==> config.mk <==
export PLATFORM = sky130hd
export DESIGN_NAME = pwm_key_ctrl
export DESIGN_NICKNAME = d
export VERILOG_FILES = /design/src/rtl/pwm_key_ctrl.sv
export SDC_FILE = /design/constraint.sdc
export NUM_CORES = 1
export LEC_CHECK = 0
export BUFFER_PORTS_ARGS = -buffer_cell sky130_fd_sc_hd__buf_4
export CAP_MARGIN = 20
export CORE_ASPECT_RATIO = 0.7
export CORE_MARGIN = 3
export CORE_UTILIZATION = 45
export DETAILED_ROUTE_END_ITERATION = 10
export GPL_ROUTABILITY_DRIVEN = 0
export PLACE_DENSITY_LB_ADDON = 0.3
export SLEW_MARGIN = 25
export SYNTH_ARGS = -nofsm -noshare
export SYNTH_HDL_FRONTEND = slang
export SYNTH_SLANG_ARGS = --single-unit
==> constraint.sdc <==
create_clock -name clk -period 7.3 [get_ports clk]
set_clock_uncertainty 0.05 [all_clocks]
set_input_delay 1.095 -clock clk [delete_from_list [all_inputs] [get_ports clk]]
set_output_delay 1.095 -clock clk [all_outputs]
set_load 0.05 [all_outputs]
==> src/rtl/pwm_key_ctrl.sv <==
// Key-driven PWM controller: run/stop, tick divider select and duty up/down with
// hold-to-repeat. Duty is shadowed per period so pwm_out only changes at a wrap.
module pwm_key_ctrl #(
  parameter int DUTY_W     = 8,
  parameter int STEP       = 8,
  parameter int DUTY_INIT  = 128,
  parameter int HOLD_CYC   = 25_000_000,
  parameter int REPEAT_CYC = 5_000_000
) (
  input  logic              clk,
  input  logic              n_reset,
  input  logic [3:0]        press,
  output logic              pwm_out,
  output logic [DUTY_W-1:0] duty,
  output logic              running,
  output logic [1:0]        div_sel,
  output logic              period_end
);

  localparam int MAX_CYC = (HOLD_CYC > REPEAT_CYC) ? HOLD_CYC : REPEAT_CYC;
  localparam int RCNT_W  = $clog2(MAX_CYC + 1);
  localparam logic [RCNT_W-1:0] HOLD_LAST = RCNT_W'(HOLD_CYC - 1);
  localparam logic [RCNT_W-1:0] REP_LAST  = RCNT_W'(REPEAT_CYC - 1);
  localparam logic [DUTY_W:0]   STEP_X    = (DUTY_W + 1)'(STEP);
  localparam logic [DUTY_W:0]   DUTY_MAX  = {1'b0, {DUTY_W{1'b1}}};

  typedef enum logic {STOP, RUN} state_e;
  typedef enum logic [1:0] {R_IDLE, R_HOLD, R_REPEAT} rstate_e;

  state_e              state_q, state_d;
  rstate_e             rstate_q, rstate_d;
  logic                rkey_q, rkey_d;
  logic [RCNT_W-1:0]   rcnt_q, rcnt_d;
  logic [3:0]          press_q, press_d;
  logic [3:0]          ign_q, ign_d;
  logic [DUTY_W-1:0]   duty_q, duty_d;
  logic [DUTY_W-1:0]   da_q, da_d;
  logic [DUTY_W-1:0]   cnt_q, cnt_d;
  logic [1:0]          div_sel_q, div_sel_d;
  logic [2:0]          presc_q, presc_d;
  logic                pwm_q, pwm_d;
  logic                pe_q, pe_d;

  logic [3:0]          ev;
  logic                up_ok, dn_ok, key_held, opp_held;
  logic                step, step_dn;
  logic [2:0]          tick_mask;
  logic                tick, wrap;
  logic [DUTY_W:0]     duty_x;

  // Keys held through reset stay masked in ign_q until they are released.
  always_comb begin
    press_d   = press;
    ign_d     = ign_q & press;
    ev        = press & ~press_q & ~ign_q;
    up_ok     = ev[0] && !press[1];
    dn_ok     = ev[1] && !press[0];
    state_d   = state_q;
    if (ev[2]) state_d = (state_q == STOP) ? RUN : STOP;
    div_sel_d = ev[3] ? div_sel_q + 2'd1 : div_sel_q;
  end

  always_comb begin
    rstate_d = rstate_q;
    rkey_d   = rkey_q;
    rcnt_d   = rcnt_q;
    step     = 1'b0;
    step_dn  = rkey_q;
    key_held = rkey_q ? press[1] : press[0];
    opp_held = rkey_q ? press[0] : press[1];
    unique case (rstate_q)
      R_IDLE: begin
        if (up_ok || dn_ok) begin
          step     = 1'b1;
          step_dn  = dn_ok;
          rkey_d   = dn_ok;
          rstate_d = R_HOLD;
          rcnt_d   = '0;
        end
      end
      R_HOLD, R_REPEAT: begin
        if (!key_held || opp_held) begin
          rstate_d = R_IDLE;
          rcnt_d   = '0;
        end else if (rcnt_q == ((rstate_q == R_HOLD) ? HOLD_LAST : REP_LAST)) begin
          step     = 1'b1;
          rstate_d = R_REPEAT;
          rcnt_d   = '0;
        end else begin
          rcnt_d   = rcnt_q + RCNT_W'(1);
        end
      end
      default: rstate_d = R_IDLE;
    endcase
  end

  always_comb begin
    duty_x = {1'b0, duty_q};
    duty_d = duty_q;
    if (step) begin
      if (step_dn) duty_d = (duty_x < STEP_X) ? '0 : DUTY_W'(duty_x - STEP_X);
      else         duty_d = (duty_x + STEP_X > DUTY_MAX) ? '1 : DUTY_W'(duty_x + STEP_X);
    end
  end

  // Tick fires when the low div_sel bits of the prescaler are all ones.
  always_comb begin
    tick_mask = ~(3'b111 << div_sel_q);
    tick      = (state_q == RUN) && ((presc_q & tick_mask) == tick_mask);
    wrap      = tick && (cnt_q == '1);
    presc_d   = (state_q == RUN) ? presc_q + 3'd1 : '0;
    cnt_d     = tick ? cnt_q + DUTY_W'(1) : cnt_q;
    da_d      = da_q;
    if (wrap || (state_q == STOP && state_d == RUN)) da_d = duty_q;
    if (state_d == STOP) begin
      presc_d = '0;
      cnt_d   = '0;
    end
    pe_d      = wrap && (state_d == RUN);
    pwm_d     = (state_d == RUN) && (cnt_d < da_d);
  end

  always_ff @(posedge clk) begin
    if (!n_reset) begin
      state_q   <= STOP;
      rstate_q  <= R_IDLE;
      rkey_q    <= 1'b0;
      rcnt_q    <= '0;
      press_q   <= '0;
      ign_q     <= press;
      duty_q    <= DUTY_W'(DUTY_INIT);
      da_q      <= '0;
      cnt_q     <= '0;
      div_sel_q <= '0;
      presc_q   <= '0;
      pwm_q     <= 1'b0;
      pe_q      <= 1'b0;
    end else begin
      state_q   <= state_d;
      rstate_q  <= rstate_d;
      rkey_q    <= rkey_d;
      rcnt_q    <= rcnt_d;
      press_q   <= press_d;
      ign_q     <= ign_d;
      duty_q    <= duty_d;
      da_q      <= da_d;
      cnt_q     <= cnt_d;
      div_sel_q <= div_sel_d;
      presc_q   <= presc_d;
      pwm_q     <= pwm_d;
      pe_q      <= pe_d;
    end
  end

  assign pwm_out    = pwm_q;
  assign duty       = duty_q;
  assign running    = (state_q == RUN);
  assign div_sel    = div_sel_q;
  assign period_end = pe_q;

endmodule

==> metrics.txt, run 1 <==
TritonRoute pass-1 iters 4; Worst Tran Pin Value 0.921 ns; final net count 419; TritonCTS buffer count 9; share of cells above drive strength 1 12.3%; min Tclk post-route 3.33 ns; CTS tree yes; Syn Nets 406; leak pwr 1.50 nW; largest net degree at the start of global routing 37; Comb pwr share 14.2%; FP Rows 26; Worst Hold Class flop to flop; GRT Overall Usage 16.1%; register area share after synthesis 38.2%; Overflow after GRT 0; Root Buffer clkbuf_8; Pint 0.605 mW; CP arrival 3.54 ns; max-cap viol count 0; clock sink total 66; async set-or-reset flop fraction in the synthesized netlist 0%; # DRC 0; number of global-route vias before repair 2306; cell taking the most area after synthesis dfxtp_1; Final HPWL DP 4810 microns; final hold violations 0; Final Cycle Share 45.7%; die area 8800 sq um; Multi-input gate area 2000 sq um; die width 111 microns; status finished clean; Mapped Area 3460 sq um; power per cell area 218 nW/um^2; WL/cell 13.5 microns; post-synth top area share 38.2%; setup TNS 0 ns; post-CTS sizing 0; Post-synth EDFFs 0; clk buf depth 2; CORE AREA 7380 sq um; Clk pwr share 40.2%; FILL cells 704; Layout area overhead 11.6%; Yosys reg bits 66; H-tree depth 3; first-pass GRT wire length 11300 microns; FF+latch area 1320 sq um; Routed WL 6690 microns; IO Count 19; # setup viols final 0; final slew viol count 0; most common cell after layout, fill and taps aside dfxtp_1; Syn Area/Cell 9.11 sq um; Req. time, crit path 7.50 ns; worst-skew pair later-pin latency 0.35 ns; prevailing post-synth register cell dfxtp_1; type of origin of the critical path flop; Switching Share 28.2%; Unique masters post-synth 61; Reg power frac 45.6%; Vias per Instance 5.22; detailed-route via count 2589; synth top area cells dfxtp_1 (38%), ha_1 (7.2%), xor2_1 (6.1%), nor2_1 (5.1%), mux2i_1 (3.5%); Syn. warnings 0; Slew HR 38.6%; Post-CTS Hold Buffers 0; most frequent cells in the layout dfxtp_1 (66), nor2_1 (47), nand2_1 (29), xor2_1 (24), ha_1 (20); RSZ-0062 raised after global routing no; VDD IR max 145 uV; Post-Syn Instances 380; crit path kind flop to flop; initial DRC count 201; setup bufs post-CTS 0; die span in y 79.4 microns; Post-DRT Antenna Nets 0; number of antenna violations at the first check in global routing 0; clk slew on worst S/H paths 0.08 ns; diodes inserted 0; sw power 0.237 mW; worst-path fanout max 9; Worst Setup End Kind flop; cell area after layout 3860 sq um; I/O Buffers 18; placed instance area 3640 sq um; Peak Freq 300 MHz; Initial Utilization 46.9%
metal layers:
metal / share of wire (%) / GRT usage, % / vias up
li1: - / - / 1347
met1: 57 / 23.7 / 1196
met2: 38 / 21.0 / 39
met3: 3.8 / 5.53 / 7
met4: 1.3 / 6.15 / 0
met5: 0 / 0 / -
power groups by stage:
stage | Combinational [mW] | Clock [mW] | Sequential, mW
final | 0.120 | 0.338 | 0.384
after global routing | 0.132 | 0.366 | 0.386
after CTS | 0.121 | 0.351 | 0.384
after detailed placement | 0.120 | 0 | 0.392
after global placement | 0.118 | 0 | 0.391
after floorplan | 0.0846 | 0 | 0.400
per-stage QoR:
step / hold slack, ns / setup slack (ns) / power (mW) / std cells / util [%]
2_1_floorplan: 0.367 / 4.01 / 0.485 / 380 / -
3_3_place_gp: 0.381 / 3.86 / 0.509 / 480 / 49.4
3_5_place_dp: 0.407 / 3.78 / 0.512 / 480 / 49.4
4_1_cts: 0.418 / 3.95 / 0.855 / 496 / 52.3
5_1_grt: 0.441 / 3.78 / 0.883 / 496 / 52.3
6_report: 0.409 / 3.97 / 0.842 / 496 / 52.3
registers in the layout, indices dropped and copies added (netlist names):
register	flops
pwm_out	1
press_q	4
presc_q	3
running	1
ign_q	4
rkey_q	1
duty	6
div_sel	2
rstate_q	2
cnt_q	8
da_q	8
period_end	1
rcnt_q	25
worst max-delay path: stages, from the launching register on:
cell       delay, ns
dfxtp_1         0.37
ha_1            0.20
nor2b_1         0.15
a2111oi_4       0.57
a31oi_4         0.31
and2b_2         0.30
a21oi_1         0.05
ha_1            0.23
or3_1           0.37
a211o_1         0.28
a2111oi_2       0.34
path summary, 6_finish.rpt:
| check | start | to | slack [ns] | cells after the start |
|---|---|---|---|---|
| max reg2reg | div_sel[1] | pwm_out | 3.97 | 10 |
| min reg2reg | presc_q[0] | presc_q[0] | 0.41 | 1 |
| max | div_sel[1] | pwm_out | 3.97 | 10 |
| min | presc_q[0] | presc_q[0] | 0.41 | 1 |
synth_stat cells (7+ instances only):
cell type	number
nor2_1	47
nand2_1	29
xor2_1	24
dfxtp_1	66
xnor2_1	8
and3_1	7
nor2b_1	14
ha_1	20
inv_1	17
clkbuf_1	10
nand4_1	7
a21oi_1	7
mux2i_1	12
and2_1	12
nand3_1	17
layout make-up:
| class | count | share of cell area (%) |
|---|---|---|
| Inverter | 17 | 1.65 |
| Multi-Input combinational cell | 281 | 51.8 |
| Clock inverter | 7 | 2.43 |
| Tap cell | 98 | 3.17 |
| Clock buffer | 9 | 3.21 |
| Sequential cell | 66 | 34.2 |
| Timing Repair Buffer | 18 | 3.50 |
kinds of logic after synthesis:
kind of cell | after synthesis | share of synthesized area, %
fa+ha+maj | 21 | 7.52
mux | 13 | 3.79
compound gates | 48 | 11.5
simple gates | 167 | 27.0
flops | 66 | 38.2
buf+inv | 33 | 4.01
xor+xnor | 32 | 8.10
(Power assumes the default switching activity.)
==> run 2, diff against run 1 <==
==> constraint.sdc (replaced) <==
create_clock -name clk -period 2.7 [get_ports clk]
set_clock_uncertainty 0.05 [all_clocks]
set_input_delay 0.405 -clock clk [delete_from_list [all_inputs] [get_ports clk]]
set_output_delay 0.405 -clock clk [all_outputs]
set_load 0.05 [all_outputs]
==> metrics.txt, run 2 (synthesis results as in run 1) <==
max FFs per register 25 (unchanged); Util after Layout 54.3% (+2.0 points); Req. time, crit path 2.89 ns (-4.61 ns); power per cell area 543 nW/um^2 (+150%); CORE AREA 7380 sq um (unchanged); detailed-route via count 2718 (+5.0%); CP peak stage delay 0.36 ns (-0.21 ns); RSZ-0062 raised after global routing yes; clock sink total 66 (unchanged); largest net degree at the start of global routing 37 (unchanged); initial DRC count 134 (-33%); Overflow after GRT 0 (unchanged); worst-skew pair later-pin latency 0.35 ns (about the same); most frequent cells in the layout dfxtp_1 (63), nor2_1 (46), buf_4 (34), nand2_1 (29), xor2_1 (24); first-pass GRT wire length 12400 microns (+9.6%); H-tree depth 3 (unchanged); Post-DRT Antenna Nets 0 (unchanged); Routed WL 7130 microns (+6.6%); Vias per Instance 5.30 (+1.5%); CTS tree yes; leak pwr 1.57 nW (+4.6%); crit-path cells ha_1 > nor2b_2 > a2111oi_4 > buf_4 > and4_4 > nand3_1 > xor2_1 > nor2_1 > ha_1 > a21o_1 > a21oi_2 > nor2b_1 > a2111oi_2; final net count 436 (+4.1%); # setup viols final 1 (+1); Slew HR 48.5% (+9.8 points); share of cells above drive strength 1 18.3% (+6.0 points); Worst Setup Slack, final -0.0516 ns (-4.02 ns); # DRC 0 (unchanged); TritonCTS buffer count 9 (unchanged); worst-path fanout max 3 (-6); status complete, but fails checks; final slew viol count 0 (unchanged); FILL cells 664 (-5.7%); TritonRoute pass-1 iters 4 (unchanged); setup TNS -0.0516 ns (-0.0516 ns); crit-path most repeated cell ha_1; PnR Total Power 2.18 mW (+160%); FP Rows 26 (unchanged); Pint 1.57 mW (+160%); die area 8800 sq um (unchanged); max-cap viol count 0 (unchanged); Comb pwr share 17.3% (+3.1 points); min Tclk post-route 2.75 ns (-0.583 ns); sw power 0.613 mW (+160%); GRT Overall Usage 17.3% (+1.2 points); Switching Share 28.1% (-0.040 points); Root Buffer clkbuf_8; clk buf depth 2 (unchanged); Final Cycle Share 102% (+56 points); most common cell after layout, fill and taps aside dfxtp_1; failing checks setup timing; WL/cell 13.9 microns (+3.1%); Reg power frac 47.1% (+1.5 points); die span in y 79.4 microns (unchanged); Peak Freq 363 MHz (+21%); crit path kind flop to flop; non-filler instance count after layout 513 (+3.4%); Clk pwr share 35.6% (-4.6 points); Worst Tran Pin Value 0.767 ns (-0.154 ns); diodes inserted 0 (unchanged); Initial Utilization 46.9% (unchanged); Post-CTS Hold Buffers 0 (unchanged); largest registers rcnt_q x25, cnt_q x8, da_q x8; number of antenna violations at the first check in global routing 0 (unchanged); Layout area overhead 15.9%; placed insts 495 (+3.1%); clk slew on worst S/H paths 0.07 ns (about the same); die width 111 microns (unchanged); Hold Slack 0.234 ns (-0.175 ns); type of origin of the critical path flop; Final HPWL DP 5250 microns (+9.3%); CP arrival 2.95 ns (-0.59 ns); number of global-route vias before repair 2582 (+12%); Critical Path Slowest Stage Cell dfxtp_4; final hold violations 0 (unchanged); Worst Hold Class input port to flop; Reg with most FFs rcnt_q; VDD IR max 363 uV (+150%); Worst Setup End Kind flop; I/O Buffers 18 (unchanged); IO Count 19 (unchanged)
-- run 2: changes by cell type in the layout (fill, tap and decap cells not counted), moves of 2 or more --
cell,delta
clkinv_1,+2
a21oi_1,-3
a21oi_2,+3
dfxtp_4,+2
clkbuf_1,+3
buf_4,+16
inv_1,-2
ha_1,-3
dfxtp_1,-3
ha_2,+2
inv_4,+2
clkinvlp_4,-2
-- run 2: critical path: cells and delay by family, from the launching register on --
kind	cells	cell delay [ns]
simple gates	5	0.66
flops	1	0.36
compound gates	4	0.69
buf+inv	1	0.19
xor+xnor	1	0.20
fa+ha+maj	2	0.50
-- run 2: stage by stage --
stage | setup slack [ns] | instance area [sq um]
floorplan | -0.189 | 3500
global placement | 0.00329 | 3790
detailed placement | -0.116 | 3790
CTS | -0.0805 | 3990
global route | -0.232 | 4010
finish | -0.0516 | 4010
-- run 2: repair_timing --
action,CTS,global route
buffers inserted,1,1
endpoints found under the setup margin,1,1
gates resized for setup,4,3
cloned,0,0
pin swaps,0,1
-- run 2: layout make-up --
| class | count | area (sq um) | share of cell area (%) |
|---|---|---|---|
| inverters | 17 | 68.8 | 1.72 |
| clock inverters | 4 | 42.5 | 1.06 |
| multi-input cells | 281 | 2050 | 51.0 |
| well taps | 98 | 123 | 3.06 |
| repair buffers | 35 | 267 | 6.64 |
| clock buffers | 12 | 135 | 3.37 |
| flip-flops and latches | 66 | 1330 | 33.2 |
-- run 2: power groups by stage --
stage / Sequential [mW] / Clock, mW / Combinational [mW]
after floorplan: 1.08 / 0 / 0.233
after global placement: 1.05 / 0 / 0.364
after detailed placement: 1.05 / 0 / 0.373
after CTS: 1.03 / 0.804 / 0.376
after global routing: 1.03 / 0.850 / 0.417
final: 1.03 / 0.776 / 0.376
-- run 2: final timing paths --
kind                                  from    endpoint  slack, ns  cells after the start
worst max-delay path            div_sel[0]     pwm_out      -0.05                     13
worst min-delay path              press[2]  press_q[2]       0.23                      2
worst max register to register  div_sel[0]     pwm_out      -0.05                     13
worst min register to register  presc_q[0]  presc_q[0]       0.42                      1
-- run 2: layer usage --
metal	wire (microns)	global-route usage [%]
met1	3760	25.5
met2	2900	23.9
met3	414	5.98
met4	62	4.18
met5	0	0
